`config.mk`:
```
export PLATFORM = sky130hd
export DESIGN_NAME = decode_unit
export DESIGN_NICKNAME = d
export VERILOG_FILES = /design/src/rtl/decode_unit.sv
export SDC_FILE = /design/constraint.sdc
export NUM_CORES = 2
export LEC_CHECK = 0
export BUFFER_PORTS_ARGS = -buffer_cell sky130_fd_sc_hd__buf_2
export CELL_PAD_IN_SITES_DETAIL_PLACEMENT = 0
export CELL_PAD_IN_SITES_GLOBAL_PLACEMENT = 1
export CORE_ASPECT_RATIO = 0.6
export CORE_MARGIN = 5
export CORE_UTILIZATION = 53
export CTS_CLUSTER_DIAMETER = 150
export DETAILED_ROUTE_END_ITERATION = 10
export PLACE_DENSITY = 0.9
export SLEW_MARGIN = 20
export SYNTH_ARGS = -nofsm -noshare
export SYNTH_HDL_FRONTEND = slang
export SYNTH_SLANG_ARGS = --single-unit
```
`constraint.sdc`:
```
create_clock -name clk -period 2.6 [get_ports clk]
set_clock_uncertainty 0.2 [all_clocks]
set_input_delay 0.26 -clock clk [delete_from_list [all_inputs] [get_ports clk]]
set_output_delay 0.26 -clock clk [all_outputs]
set_load 0.05 [all_outputs]
```
`src/rtl/decode_unit.sv`:
```
// RV32I decode stage: IF/ID pipeline register, 32-entry register file, field/immediate decode.
// Optional macro WB_BYPASS_EN forwards the same-cycle writeback value to register reads.
module decode_unit #(
  parameter int word_size = 32
) (
  input  logic                 clk,
  input  logic                 rst,
  input  logic [word_size-1:0] instruction,
  input  logic [word_size-1:0] PC_next_normal,
  input  logic                 valid_in,
  input  logic                 stall,
  input  logic                 flush,
  input  logic                 RegWrite_wb,
  input  logic [4:0]           rd_wb,
  input  logic [word_size-1:0] write_data_wb,
  output logic [word_size-1:0] rs1_data,
  output logic [word_size-1:0] rs2_data,
  output logic [word_size-1:0] imm,
  output logic [6:0]           opcode,
  output logic [4:0]           rd,
  output logic [4:0]           rs1,
  output logic [4:0]           rs2,
  output logic [2:0]           funct3,
  output logic [6:0]           funct7,
  output logic [word_size-1:0] PC_out,
  output logic                 valid_out,
  output logic                 illegal
);

  localparam logic [word_size-1:0] NOP = word_size'(32'h0000_0013);

  logic [word_size-1:0] instr_q;
  logic [word_size-1:0] pc_q;
  logic                 valid_q;
  logic [word_size-1:0] regs [32];
  logic [31:0]          iw;
  logic [31:0]          imm32;

  // Squashed slots become a NOP but keep their PC
  always_ff @(posedge clk) begin
    if (rst) begin
      instr_q <= NOP;
      pc_q    <= '0;
      valid_q <= 1'b0;
    end else if (flush) begin
      instr_q <= NOP;
      valid_q <= 1'b0;
    end else if (!stall) begin
      instr_q <= instruction;
      pc_q    <= PC_next_normal;
      valid_q <= valid_in;
    end
  end

  always_ff @(posedge clk) begin
    if (rst) begin
      for (int i = 0; i < 32; i++) regs[i] <= '0;
    end else if (RegWrite_wb && (rd_wb != 5'd0)) begin
      regs[rd_wb] <= write_data_wb;
    end
  end

  function automatic logic [word_size-1:0] read_port(input logic [4:0] addr);
    logic [word_size-1:0] value;
    if (addr == 5'd0) begin
      value = '0;
`ifdef WB_BYPASS_EN
    end else if (RegWrite_wb && (rd_wb == addr)) begin
      value = write_data_wb;
`endif
    end else begin
      value = regs[addr];
    end
    return value;
  endfunction

  assign iw        = instr_q[31:0];
  assign opcode    = iw[6:0];
  assign rd        = iw[11:7];
  assign funct3    = iw[14:12];
  assign rs1       = iw[19:15];
  assign rs2       = iw[24:20];
  assign funct7    = iw[31:25];
  assign PC_out    = pc_q;
  assign valid_out = valid_q;

  always_comb begin
    rs1_data = read_port(rs1);
    rs2_data = read_port(rs2);
  end

  always_comb begin
    imm32 = '0;
    case (iw[6:0])
      7'h03, 7'h13, 7'h67, 7'h73: imm32 = {{20{iw[31]}}, iw[31:20]};
      7'h23:                      imm32 = {{20{iw[31]}}, iw[31:25], iw[11:7]};
      7'h63:                      imm32 = {{19{iw[31]}}, iw[31], iw[7], iw[30:25], iw[11:8], 1'b0};
      7'h37, 7'h17:               imm32 = {iw[31:12], 12'h000};
      7'h6F:                      imm32 = {{11{iw[31]}}, iw[31], iw[19:12], iw[20], iw[30:21], 1'b0};
      default:                    imm32 = '0;
    endcase
    imm = word_size'($signed(imm32));
  end

  always_comb begin
    illegal = 1'b0;
    case (iw[6:0])
      7'h03, 7'h0F, 7'h13, 7'h17, 7'h23, 7'h33,
      7'h37, 7'h63, 7'h67, 7'h6F, 7'h73: illegal = 1'b0;
      default:                           illegal = valid_q;
    endcase
  end

endmodule

```
# After elaboration in Yosys (flattened, before gate mapping)
# Memories as Yosys holds them, arrays and structs flattened. A register that Yosys moved wholly into a read port is not among the register bits.
# Cells that the tools add are included.
op_classes:
  eq_ne: 11
  n_mux: 16
  bitwise: 2
  n_reduce_logical: 10
op_table:
  columns: ["op", "n"]
  rows:
  - ["32-bit case mux with 5 select lines", 1]
  - ["32-bit 2-to-1 mux", 3]
  - ["32-bit OR reduction", 1]
  - ["7-bit equality test (second input constant)", 4]
  - ["5-bit 2-to-1 mux", 5]
  - ["7-bit by 6-bit equality test with 1-bit output (second input constant)", 3]
  - ["7-bit by 5-bit equality test with 1-bit output (second input constant)", 2]
  - ["11-bit OR reduction", 1]
  - ["5-bit logical NOT", 2]
  - ["7-bit by 2-bit equality test with 1-bit output (second input constant)", 1]
  - ["7-bit by 4-bit equality test with 1-bit output (second input constant)", 1]
  - ["1-bit 2-to-1 mux", 7]
  - ["5-bit nonzero test", 1]
  - ["2-bit OR reduction", 2]
  - ["4-bit OR reduction", 1]
  - ["1-bit NOT", 2]
  - ["2-bit AND reduction", 1]
  - ["1-bit logical AND", 1]
totals:
  reg_bits: 65
  ram_bits: 1024
  in_bits: 107
  output_inout_bits: 162
  wordCells: 43
  mem_count: 1
memory_table:
  columns: ["memory", "words", "word_bits", "rd", "rd_ports_with_merged_regs", "write_ports", "line", "rtl"]
  rows:
  - ["regs", 32, 32, 2, 2, 32, "35", "logic [word_size-1:0] regs [32];"]

# Logic depth before layout (Yosys ltp)
logic_depth:
  ltp_word: 7
  depth_mapped: 8

# Worst setup path before layout
# No wires, ideal clock.
synth_timing:
  path_kind: "register to output"
  start: "register instr_q[2]"
  end: "output port illegal"
  arrival_ps: 3050
  t_required_ps: 2140
  slack_ps: -910
  stages_incl_launch_ff: 7
  cell_sequence: "dfxtp_1 > buf_2 > nand4bb_1 > buf_2 > a211oi_1 > nor2_1 > nor4bb_1"
synth_via:
  elab_chain_len: 3
  word_cells_on_any_way: 13
synth_rtl:
  columns: ["element", "line", "rtl"]
  rows:
  - ["from (decl)", "32", "logic [word_size-1:0] instr_q;"]
  - ["from (signal assigned)", "49", "instr_q <= instruction;"]
  - ["7-bit by 2-bit equality test with 1-bit output, or another cell as far along", "107", "case (iw[6:0])"]
  - ["11-bit OR reduction (*)", "107", null]
  - ["1-bit 2-to-1 mux (*)", "107", null]
  - ["to (decl)", "27", "output logic illegal"]
# Every way passes the cells marked *; elsewhere a longest branch is shown, timed or not.

==> qor.yml <==
place_worst_setup_slack_ps: -120
wire_length_of_the_first_global_routing_pass_um: 285000
floorplan.die.width_um: 436
worst_pin_slew_ps: 995
regArea_sq_um: 32300
detailedRoute.firstIterationViolations: 6602
total_power_mw: 43.0
cts.path.max_buffers: 3
final_period_minus_worst_setup_slack_ps: 3420
r2r-end: "instr_q[1]"
grt_setup_unrepaired: "true"
synthesis.area_per_instance_sq_um: 14.8
floorplan_die_area_sq_um: 116000
synth-warning-count: 0
timing.setup.critical_path_class: "reg2out"
timing.final.max_slew_violations: 0
worst_setup_hold_path_clk_slew_ps: 70
fin_ws_ps: -817
worst_path_largest_cell_delay_ps: 390
report.final.hold_viol_count: 0
std_cell_rows: 93
count_of_flip_flops_with_a_built_in_enable_after_synthesis: 1024
worst_slew_margin_rel_pct: 33.7
io_buffer_count: 268
run_status: "finished with violations"
yosys.area.top_type: "sky130_fd_sc_hd__edfxtp_1"
period_share_pct: 131
gr_util_met2_pct: 49.6
post_detailed_placement_half_perimeter_wirelength_um: 118000
residual_drc: 0
power.ir.vdd_worst_mv: 0.680
cp_num_cells: 8
hold_ws_ps: 154
final_nets: 4647
grt.met1_usage_pct: 46.3
fmaxAchievable_ghz: 0.293
reg2reg_depth: 5
viasPerCell: 6.81
start_util_pct: 53.6
synthArstFlopShare_pct: 0
die_height_um: 266
fraction_of_layout_cells_with_a_size_suffix_above_1_pct: 35.3
global_route.usage.total_pct: 33.8
mostFrequentLayoutCell: "sky130_fd_sc_hd__edfxtp_1"
drtPass1Iterations: 7
critical_path_peak_fanout: 8
leakage_nw: 25.5
globalRouteMet3Util_pct: 10.8
cts_made_buffers: 103
layout.cells.most_common_list: "sky130_fd_sc_hd__edfxtp_1 (1024), sky130_fd_sc_hd__and2_1 (996), sky130_fd_sc_hd__mux4_2 (434), sky130_fd_sc_hd__mux2i_1 (264), sky130_fd_sc_hd__buf_4 (226)"
critPathCaptureType: "output pin"
maxCapViolCount: 0
setup_viol: 97
critPathSlowestCell: "sky130_fd_sc_hd__a221o_1"
min_path_type: "in2reg"
detail_route.wirelength_um: 203000
grt_max_degree: 51
number_of_antenna_violations_at_the_first_check_in_global_routing: 12
insertion_delay_ps: 740
grt_overflow: 0
routed-via-count: 41300
gpl.final_weighted_congestion: 0.910
cts_num_sinks: 1099
ioPinCount: 269
yosysSeqAreaShare_pct: 55.8
critical_path.endpoint: "rs1_data[24]"
clock_tree_from_tritoncts: "done"
cp_num_buf_inv: 4
pwr_per_cell_area_nw_per_um2: 588
timing.critical_path.max_delay_family: "compound AO/OA/AOI/OAI gates"
drt.antenna.violating_nets: 0
htree_levels: 3
area_delta_synth_final_pct: 26.6
place_area_sq_um: 64000
critical_path.most_common_cell: "sky130_fd_sc_hd__buf_12"
timing.critical_path.required_ps: 2140
critical_path_arrival_ps: 2960
grt.busiest_layer: "met2"
setup.worst_path.start_class: "flip-flop"
syn-cell-area_sq_um: 57800
area_taken_by_multi_input_logic_gates_sq_um: 25200
violated_checks: "setup timing"
layout.cell_area.non_filler_sq_um: 73200
crit-reg2reg-launch: "instr_q[1]"
yosys.cell_types.count: 60
first_global_vias: 41100
ctsRootBufferMaster: "sky130_fd_sc_hd__clkbuf_16"
yosys-top-cells-area: "sky130_fd_sc_hd__edfxtp_1 (53%), sky130_fd_sc_hd__mux4_2 (17%), sky130_fd_sc_hd__and2_1 (11%), sky130_fd_sc_hd__mux2i_1 (5.0%), sky130_fd_sc_hd__dfxtp_1 (2.6%)"
timing.reg2reg.setup_slack_ps: 390
worstPathCellList: "buf_12 > buf_16 > buf_4 > mux4_2 > mux2i_1 > a221o_1 > a31oi_2 > buf_12"
post-synth-top-area-fraction_pct: 53.2
ys_ff_latch: 1099
netlist_instances: 3895
final.fill_count: 6885
core-area_sq_um: 108000
wl_per_cell_um: 33.4
ys_dominant_reg_cell: "sky130_fd_sc_hd__edfxtp_1"
==> Yosys cell counts, drive strengths merged (2+ instances only) <==
library cell and instances:
edfxtp 1024, and2 996, mux4 448, mux2i 289
clkbuf 262, buf 146, nand2 115, nor2 79
dfxtp 75, a221o 64, a22oi 64, a31oi 64
o21ai 49, a221oi 47, a21oi 34, or2 34
a21o 19, o2111ai 18, nor2b 13, dlygate4sd1 7
nand3 7, inv 6, a22o 4, nand2b 4
a32o 2, and3b 2, nor3 2, o21a 2
or4 2
==> layer usage <==
layer	wire length [um]	vias to the layer above
met4	11400	0
met2	88100	3807
met3	31200	704
met5	0	-
met1	72100	20500
li1	-	16300
==> worst min-delay path by stage <==
stage	cells after the start	start	slack [ps]	to
CTS	4	instruction[24]	130	instr_q[24]
detailed placement	2	PC_out[23]	240	PC_out[23]
floorplan	2	flush	170	instr_q[0]
finish	4	instruction[17]	150	flip-flop
global route	4	instruction[20]	190	flip-flop
global placement	2	PC_out[16]	240	PC_out[16]
==> metrics by stage <==
stage,TNS [ps],std cells,utilization [%]
2_1_floorplan,-1040,3926,-
3_3_place_gp,-1210,5528,59.4
3_5_place_dp,-1790,5528,59.4
4_1_cts,-51380,5985,66.6
5_1_grt,-59020,6061,67.9
6_report,-54330,6063,67.9
==> registers in the layout, summed over array words and instances, names as in the netlist, named ones only <==
signal,count
valid_out,1
regs,1024
instr_q,32
PC_out,32
==> logic make-up (layout without fill, tap and decap cells) <==
family                 Yosys count  after routing  share of synthesized area (%)
buffers and inverters          423           1121                           3.91
AO/OA/AOI/OAI                  373            374                           4.81
AND/OR/NAND/NOR               1261           1261                           12.8
multiplexers                   738            738                           22.6
other                            1             45                        0.00649
flip-flops                    1099           1099                           55.8
==> worst min-delay path: stages <==
cell and delay [ps]:
sky130_fd_sc_hd__dlygate4sd3_1 530, sky130_fd_sc_hd__buf_2 100, sky130_fd_sc_hd__mux2i_1 60, sky130_fd_sc_hd__nor2_1 110
==> timing repair <==
action,CTS,global route
hold endpoints to repair,1006,0
gates cloned,20,11
setup buffers,62,59
hold buffers,187,0
pin swaps,61,73
endpoints found under the setup margin,97,101
resized for setup,335,144
==> cell type report <==
class	instances	area share (%)
antenna	13	0.0445
clock buffer	126	3.70
clock inverter	64	0.973
inverter	6	0.0410
multi-input combinational	2405	34.4
sequential	1099	44.1
tap	1425	2.44
timing repair buffer	925	14.3
==> report_power, final <==
part / internal [mW] / total (mW) / switching [mW] / leakage (nW)
clock: 8.73 / 15.8 / 7.09 / 1.65
sequential: 20.3 / 20.8 / 0.578 / 10.4
combinational: 2.79 / 6.34 / 3.55 / 13.5
No activity file was read; power rests on OpenSTA's default activity.
